**config.mk**
```make
export PLATFORM = sky130hd
export DESIGN_NAME = rom_streamer
export DESIGN_NICKNAME = d
export VERILOG_FILES = /design/src/rtl/rom_streamer.sv
export SDC_FILE = /design/constraint.sdc
export NUM_CORES = 1
export LEC_CHECK = 0
export ABC_CLOCK_PERIOD_IN_PS = 1840
export BUFFER_PORTS_ARGS = -buffer_cell sky130_fd_sc_hd__buf_4
export CORE_ASPECT_RATIO = 0.7
export CORE_MARGIN = 3
export CORE_UTILIZATION = 46
export CTS_CLUSTER_SIZE = 14
export DETAILED_ROUTE_END_ITERATION = 6
export GPL_TIMING_DRIVEN = 0
export PLACE_DENSITY = 0.74
export SKIP_LAST_GASP = 1
export SLEW_MARGIN = 20
export SYNTH_ARGS = -nofsm -noshare
export SYNTH_HDL_FRONTEND = slang
export SYNTH_SLANG_ARGS = --single-unit
```
**constraint.sdc**
```tcl
create_clock -name clk -period 1.84 [get_ports clk]
set_clock_uncertainty 0.15 [all_clocks]
set_input_delay 0.276 -clock clk [delete_from_list [all_inputs] [get_ports clk]]
set_output_delay 0.276 -clock clk [all_outputs]
set_load 0.05 [all_outputs]
```
**src/rtl/rom_streamer.sv**
```systemverilog
// rom_streamer: walks a contiguous ROM region through a 1-cycle registered ROM
// and emits each word on a valid/ready byte stream.
module rom_streamer #(
   parameter int ADDR_W    = 4,
   parameter int DATA_W    = 8,
   parameter int LEN       = 4,
   parameter int BASE      = 0,
   parameter int TERM_ZERO = 1
) (
   input  logic              clk,
   input  logic              rst,
   input  logic              start,
   output logic              busy,
   output logic              done,
   output logic [ADDR_W-1:0] ADDR,
   input  logic [DATA_W-1:0] DOUT,
   output logic [DATA_W-1:0] M_DATA,
   output logic              M_VALID,
   input  logic              M_READY
);
   if (LEN < 0 || LEN > 2**ADDR_W) begin : g_bad_len
      $error("rom_streamer: LEN must lie in 0..2**ADDR_W");
   end
   typedef enum logic [2:0] {IDLE, FETCH, LATCH, SEND, DONE} state_t;
   localparam logic [ADDR_W:0]   L = LEN[ADDR_W:0];
   localparam logic [ADDR_W-1:0] B = BASE[ADDR_W-1:0];
   state_t            r_state, w_next;
   logic [ADDR_W:0]   r_count;
   logic [ADDR_W-1:0] r_addr;
   logic [DATA_W-1:0] r_data;
   logic              w_last, w_term;
   // count is one bit wider than ADDR so a full 2**ADDR_W walk terminates
   assign w_last  = r_count + 1'b1 == L;
   assign w_term  = TERM_ZERO != 0 && DOUT == '0;
   assign busy    = r_state != IDLE;
   assign done    = r_state == DONE;
   assign M_VALID = r_state == SEND;
   assign ADDR    = r_addr;
   assign M_DATA  = r_data;
   always_comb begin
      w_next = r_state;
      case (r_state)
         IDLE:    w_next = start ? (L == '0 ? DONE : FETCH) : IDLE;
         FETCH:   w_next = LATCH;
         LATCH:   w_next = w_term ? DONE : SEND;
         SEND:    w_next = M_READY ? (w_last ? DONE : FETCH) : SEND;
         default: w_next = IDLE;
      endcase
   end
   always_ff @(posedge clk) begin
      if (rst) begin
         r_state <= IDLE;
         r_addr  <= B;
         r_count <= '0;
         r_data  <= '0;
      end else begin
         r_state <= w_next;
         if (r_state == IDLE && w_next == FETCH) begin
            r_addr  <= B;
            r_count <= '0;
         end
         if (r_state == LATCH && !w_term) r_data <= DOUT;
         if (r_state == SEND && M_READY) begin
            r_count <= r_count + 1'b1;
            if (!w_last) r_addr <= r_addr + 1'b1;
         end
      end
   end
endmodule

```
==> After elaboration in Yosys (flattened, before gate mapping) <==
Index checks and enable logic that the tools add are counted.
{ "classes": {"addsub": 2, "mul": 0, "n_reduce_logical": 8, "div_mod_pow": 0, "n_mux": 10, "bitwise": 0, "shifts": 0, "order_cmp": 0, "eq_ne": 6} }
{ "op_table": {"columns": ["cell", "n"], "rows": [
  ["2-to-1 mux 4 bit", 3],
  ["one-hot mux 3 bit (4 select lines)", 1],
  ["2-to-1 mux 5 bit", 2],
  ["2-to-1 mux 3 bit", 3],
  ["logical NOT 8 bit", 1],
  ["== test 3 x 1 -> 1 bit (second input constant)", 2],
  ["== test 3 x 2 -> 1 bit (second input constant)", 2],
  ["adder 5 x 1 -> 5 bit (second input constant)", 1],
  ["== test 5 x 3 -> 1 bit (second input constant)", 1],
  ["adder 4 x 1 -> 4 bit (second input constant)", 1],
  ["== test 3 bit (second input constant)", 1],
  ["logical AND 1 bit", 3],
  ["logical NOT 3 bit", 1],
  ["nonzero test 3 bit", 1],
  ["nonzero test 2 bit", 1],
  ["logical NOT 1 bit", 1],
  ["2-to-1 mux 1 bit", 1]
]} }
{ "totals": {"romBits": 0, "regBits": 20, "mem_bits_rw": 0, "latch_bits": 0, "input_bits": 12, "output_inout_bits": 15, "wordCells": 30, "memories": 0} }

==> Longest topological paths before layout <==
{ "depth": {"ltp_word": 10, "mapped_depth": 6, "depth_no_buf": 5} }

==> Worst setup path before layout <==
OpenSTA, ideal clock, no wires.
{ "synth_timing": {"path_type": "register to output", "start": "register r_state[2]", "end": "output port done", "path_buffers": 1, "required_time_ps": 1414, "stages_incl_launch_ff": 3, "path_slack_ps": -314, "t_arrival_ps": 1728, "path_cell_list": "dfxtp_1 clkbuf_1 nor3b_1"} }
{ "synth_via": {"elab_chain_cells": 1} }
{ "synth_rtl": {"columns": ["element", "line_no", "source"], "rows": [
  ["start, declared", "27", "state_t r_state, w_next;"],
  ["start signal, assigned", "57", "r_state <= w_next;"],
  ["== test 3 bit", "36", "assign done = r_state == DONE;"],
  ["end, declared", "14", "output logic done,"]
]} }
Every way passes these cells.

==> Worst setup path in the final report <==
{ "layout_timing": {"start": "register r_count[1]", "end": "register r_addr[0], in the netlist ADDR[0]"} }
{ "layout_via": {"elab_chain_cells": 10} }
{ "layout_rtl": {"columns": ["element", "line_no", "source"], "rows": [
  ["start, declared", "28", "logic [ADDR_W:0] r_count;"],
  ["start signal, assigned", "64", "r_count <= r_count + 1'b1;"],
  ["adder 5 x 1 -> 5 bit *", "33", "assign w_last = r_count + 1'b1 == L;"],
  ["== test 5 x 3 -> 1 bit *", "33", null],
  ["2-to-1 mux 3 bit (2 in series)", "46", "SEND: w_next = M_READY ? (w_last ? DONE : FETCH) : SEND;"],
  ["one-hot mux 3 bit (4 select lines)", "42", "case (r_state)"],
  ["== test 3 x 1 -> 1 bit", "58", "if (r_state == IDLE && w_next == FETCH) begin"],
  ["logical AND 1 bit", "58", null],
  ["2-to-1 mux 4 bit", "58", null],
  ["2-to-1 mux 4 bit", "65", "if (!w_last) r_addr <= r_addr + 1'b1;"],
  ["2-to-1 mux 4 bit *", "63", "if (r_state == SEND && M_READY) begin"],
  ["end signal, assigned", "65", null],
  ["end, declared", "29", "logic [ADDR_W-1:0] r_addr;"]
]} }
Mark *: on every way between the ends. The rest lies on a longest branch, timed or not.
A chain may end at the register's enable or synchronous reset.

==> summary.md <==
| Metric | Value |
|---|---|
| Outcome | completed |
| Die W | 62.9 um |
| RSZ-0062 raised after global routing | yes |
| Commonest non-fill, non-tap cell in the layout | buf_4 |
| Post-DP HPWL | 1.92 mm |
| Overall Global Routing Usage | 20.3% |
| Via count | 1041 |
| Post-synthesis sequential area ratio | 38.4% |
| Cell family contributing the most delay on the critical path | compound AO/OA/AOI/OAI gates |
| Placement Setup Slack | -0.112 ns |
| MaxCap Viol Count | 0 |
| Worst R2R Setup Slack | 0.03 ns |
| Total of warnings raised by yosys | 0 |
| IO Pins | 27 |
| TritonCTS clock tree | yes |
| GR Overflow Total | 0 |
| Cells after Synth | 123 |
| Drt first pass iters | 4 |
| Beginning of the critical path | r_count[1] |
| Worst path slowest cell | a2111oi_4 |
| Crit path required time | 1.95 ns |
| H-tree depth | 1 |
| Clock Root Buffer | clkbuf_4 |
| Clk slew on worst S/H paths | 0.11 ns |
| Vias per cell | 5.51 |
| CP peak stage delay | 0.52 ns |
| Final Setup Violations | 0 |
| Layout Nets | 175 |
| CP Depth | 4 |
| Wire per inst | 14.9 um |
| DRT iter0 DRCs | 54 |
| Die area | 0.00289 mm2 |
| First-pass GRT wire length | 4.50 mm |
| Crit path capture | ADDR[0] |
| Critical-path cell list | a31o_2, a2111oi_4, o211a_1, o221a_2 |
| Final hold violations | 0 |
| Clk Latency, worst-skew pair | 0.31 ns |
| Leakage power | 0.000582 uW |
| TritonCTS Sinks | 20 |
| Largest net degree at the start of global routing | 12 |
| Row cnt | 13 |
| Bufs on Longest Clock Path | 2 |
| Pwr Total | 982 uW |
| Worst R2R Start | r_count[1] |
| Vias in the first global route | 949 |
| Core Area | 0.00200 mm2 |
| IO buf count | 26 |
| RePlAce Congestion | 0.809 |
| WP buf/inv | 0 |
| Setup Crit Path Kind | register to register |
| DIE HEIGHT | 45.9 um |
| Yosys reg bits | 20 |
| WL final | 2.81 mm |
| Slew margin rel. | 66.8% |
| Detail Route Antenna Nets | 0 |
| Commonest non-fill, non-tap cells in the layout | buf_4, dfxtp_1, nor2_1, nand2_1, a21oi_1 |
| Period utilisation layout | 98.3% |
| Syn Nets | 138 |
| Post-layout minimum cycle time | 1.81 ns |
| CP Capture Type | register |
| Average cell area after synthesis | 8.48 um2 |
| Initial core utilization | 52.2% |
| Hold_ws | 0.0568 ns |
| CP Max Fanout | 6 |
| Mapped cell area | 0.00104 mm2 |
| Ant diodes | 0 |
| DRC viols | 0 |
| Initial antenna violation count | 0 |
| R2R depth | 4 |
| CP Launch Type | register |
| Final slew viol count | 0 |
| Fmax | 553 MHz |
| Pwr dens | 691 mW/mm2 |
| CTS Hold Bufs | 0 |
| Setup ws final | 0.0312 ns |
| Worst Path Arrival | 1.92 ns |
| Worst min path class | primary input to register |
| CTS Buf Count | 3 |
| Worst Tran Pin Value | 0.497 ns |
| Worst R2R End | ADDR[0] |
| Area Growth Syn to Fin | 36.1% |
| Share of cells above drive strength 1 | 35.2% |
| Post-synthesis cell type count | 36 |
| Max IR drop VDD | 0.000454 V |
area by class of cell:
type | count | area, um2
Buffer | 7 | 37.5
Clock buffer | 4 | 36.3
Fill cell | 166 | 581
Inverter | 3 | 11.3
Multi-Input combinational cell | 94 | 654
Sequential cell | 20 | 407
Tap cell | 30 | 37.5
Timing Repair Buffer | 31 | 236
kinds of logic after synthesis:
logic type	count (synthesis)	synth area share [%]
buf+inv	10	4.32
fa+ha+maj	3	3.60
compound gates	32	22.5
xor+xnor	3	2.52
flops	20	38.4
simple gates	55	28.7
state kept, by name (all words and copies together) (netlist names):
signal   flops
ADDR         4
M_DATA       8
r_count      5
r_state      3
worst min-delay path by stage:
stage	endpoint	slack, ns	start	depth (start not counted)
floorplan	M_DATA[0]	0.26	DOUT[0]	2
finish	M_DATA[6]	0.06	DOUT[6]	3
detailed placement	M_DATA[4]	0.30	M_DATA[4]	2
CTS	M_DATA[6]	0.05	DOUT[6]	3
global placement	M_DATA[6]	0.29	M_DATA[6]	2
global route	M_DATA[6]	0.05	DOUT[6]	3
worst register-to-register path, cell delays in order (launching register included):
cell       delay [ns]
dfxtp_2          0.38
a31o_2           0.30
a2111oi_4        0.52
o211a_1          0.23
o221a_2          0.19
layer usage:
layer	wire (um)	share of wire [%]	GRT usage (%)
met4	21	0.75	5.26
met2	1280	46	33.5
met5	0	0	0
met1	1300	46	26.4
met3	210	7.5	5.93
per-stage QoR:
step,instances,instance area (um2),TNS [ns],util (%)
2_1_floorplan,123,1050,0,-
3_5_place_dp,179,1280,-0.449,64.0
3_3_place_gp,179,1280,-0.204,64.0
5_1_grt,189,1420,-0.00883,71.0
6_report,189,1420,0,71.0
4_1_cts,185,1350,-0.00820,67.3
Yosys cell counts:
cell type | number | share of area, %
nand3_1 | 7 | 3.4
buf_2 | 3 | 1.4
o2111ai_1 | 3 | 2.5
or4_2 | 2 | 1.7
clkbuf_1 | 3 | 1.1
a21oi_1 | 11 | 5.3
o21ai_2 | 1 | 0.84
a31o_2 | 1 | 0.84
or4_1 | 1 | 0.72
nand2_1 | 12 | 4.3
nand3b_1 | 4 | 2.9
or3b_1 | 1 | 0.84
or4_4 | 1 | 1.1
a211oi_1 | 2 | 1.4
xor2_1 | 1 | 0.84
o221a_2 | 1 | 1.1
nand4_2 | 1 | 1.2
a22oi_1 | 4 | 2.9
nand4b_1 | 1 | 0.84
nor3_1 | 2 | 0.96
o211a_1 | 1 | 0.96
a2111oi_4 | 1 | 2.6
o21ai_0 | 4 | 1.9
dfxtp_1 | 20 | 38
nand2b_1 | 1 | 0.60
or4b_2 | 1 | 0.96
xnor2_1 | 2 | 1.7
nor2b_1 | 3 | 1.8
ha_1 | 3 | 3.6
o21a_1 | 1 | 0.72
a21o_1 | 2 | 1.4
inv_1 | 3 | 1.1
or3_1 | 1 | 0.60
nor2_1 | 15 | 5.4
buf_4 | 1 | 0.72
nor3b_1 | 2 | 1.4
power by group:
part	switching, uW	internal, uW	total (uW)
logic	169	93.5	262
registers	9.93	451	461
clock network	137	121	258
what timing repair did:
action,CTS,global route
setup buffers,2,3
resized for setup,5,9
pin swaps,2,1
gates cloned,0,1
endpoints found under the setup margin,8,8
Power figures use the tool's default switching activity.
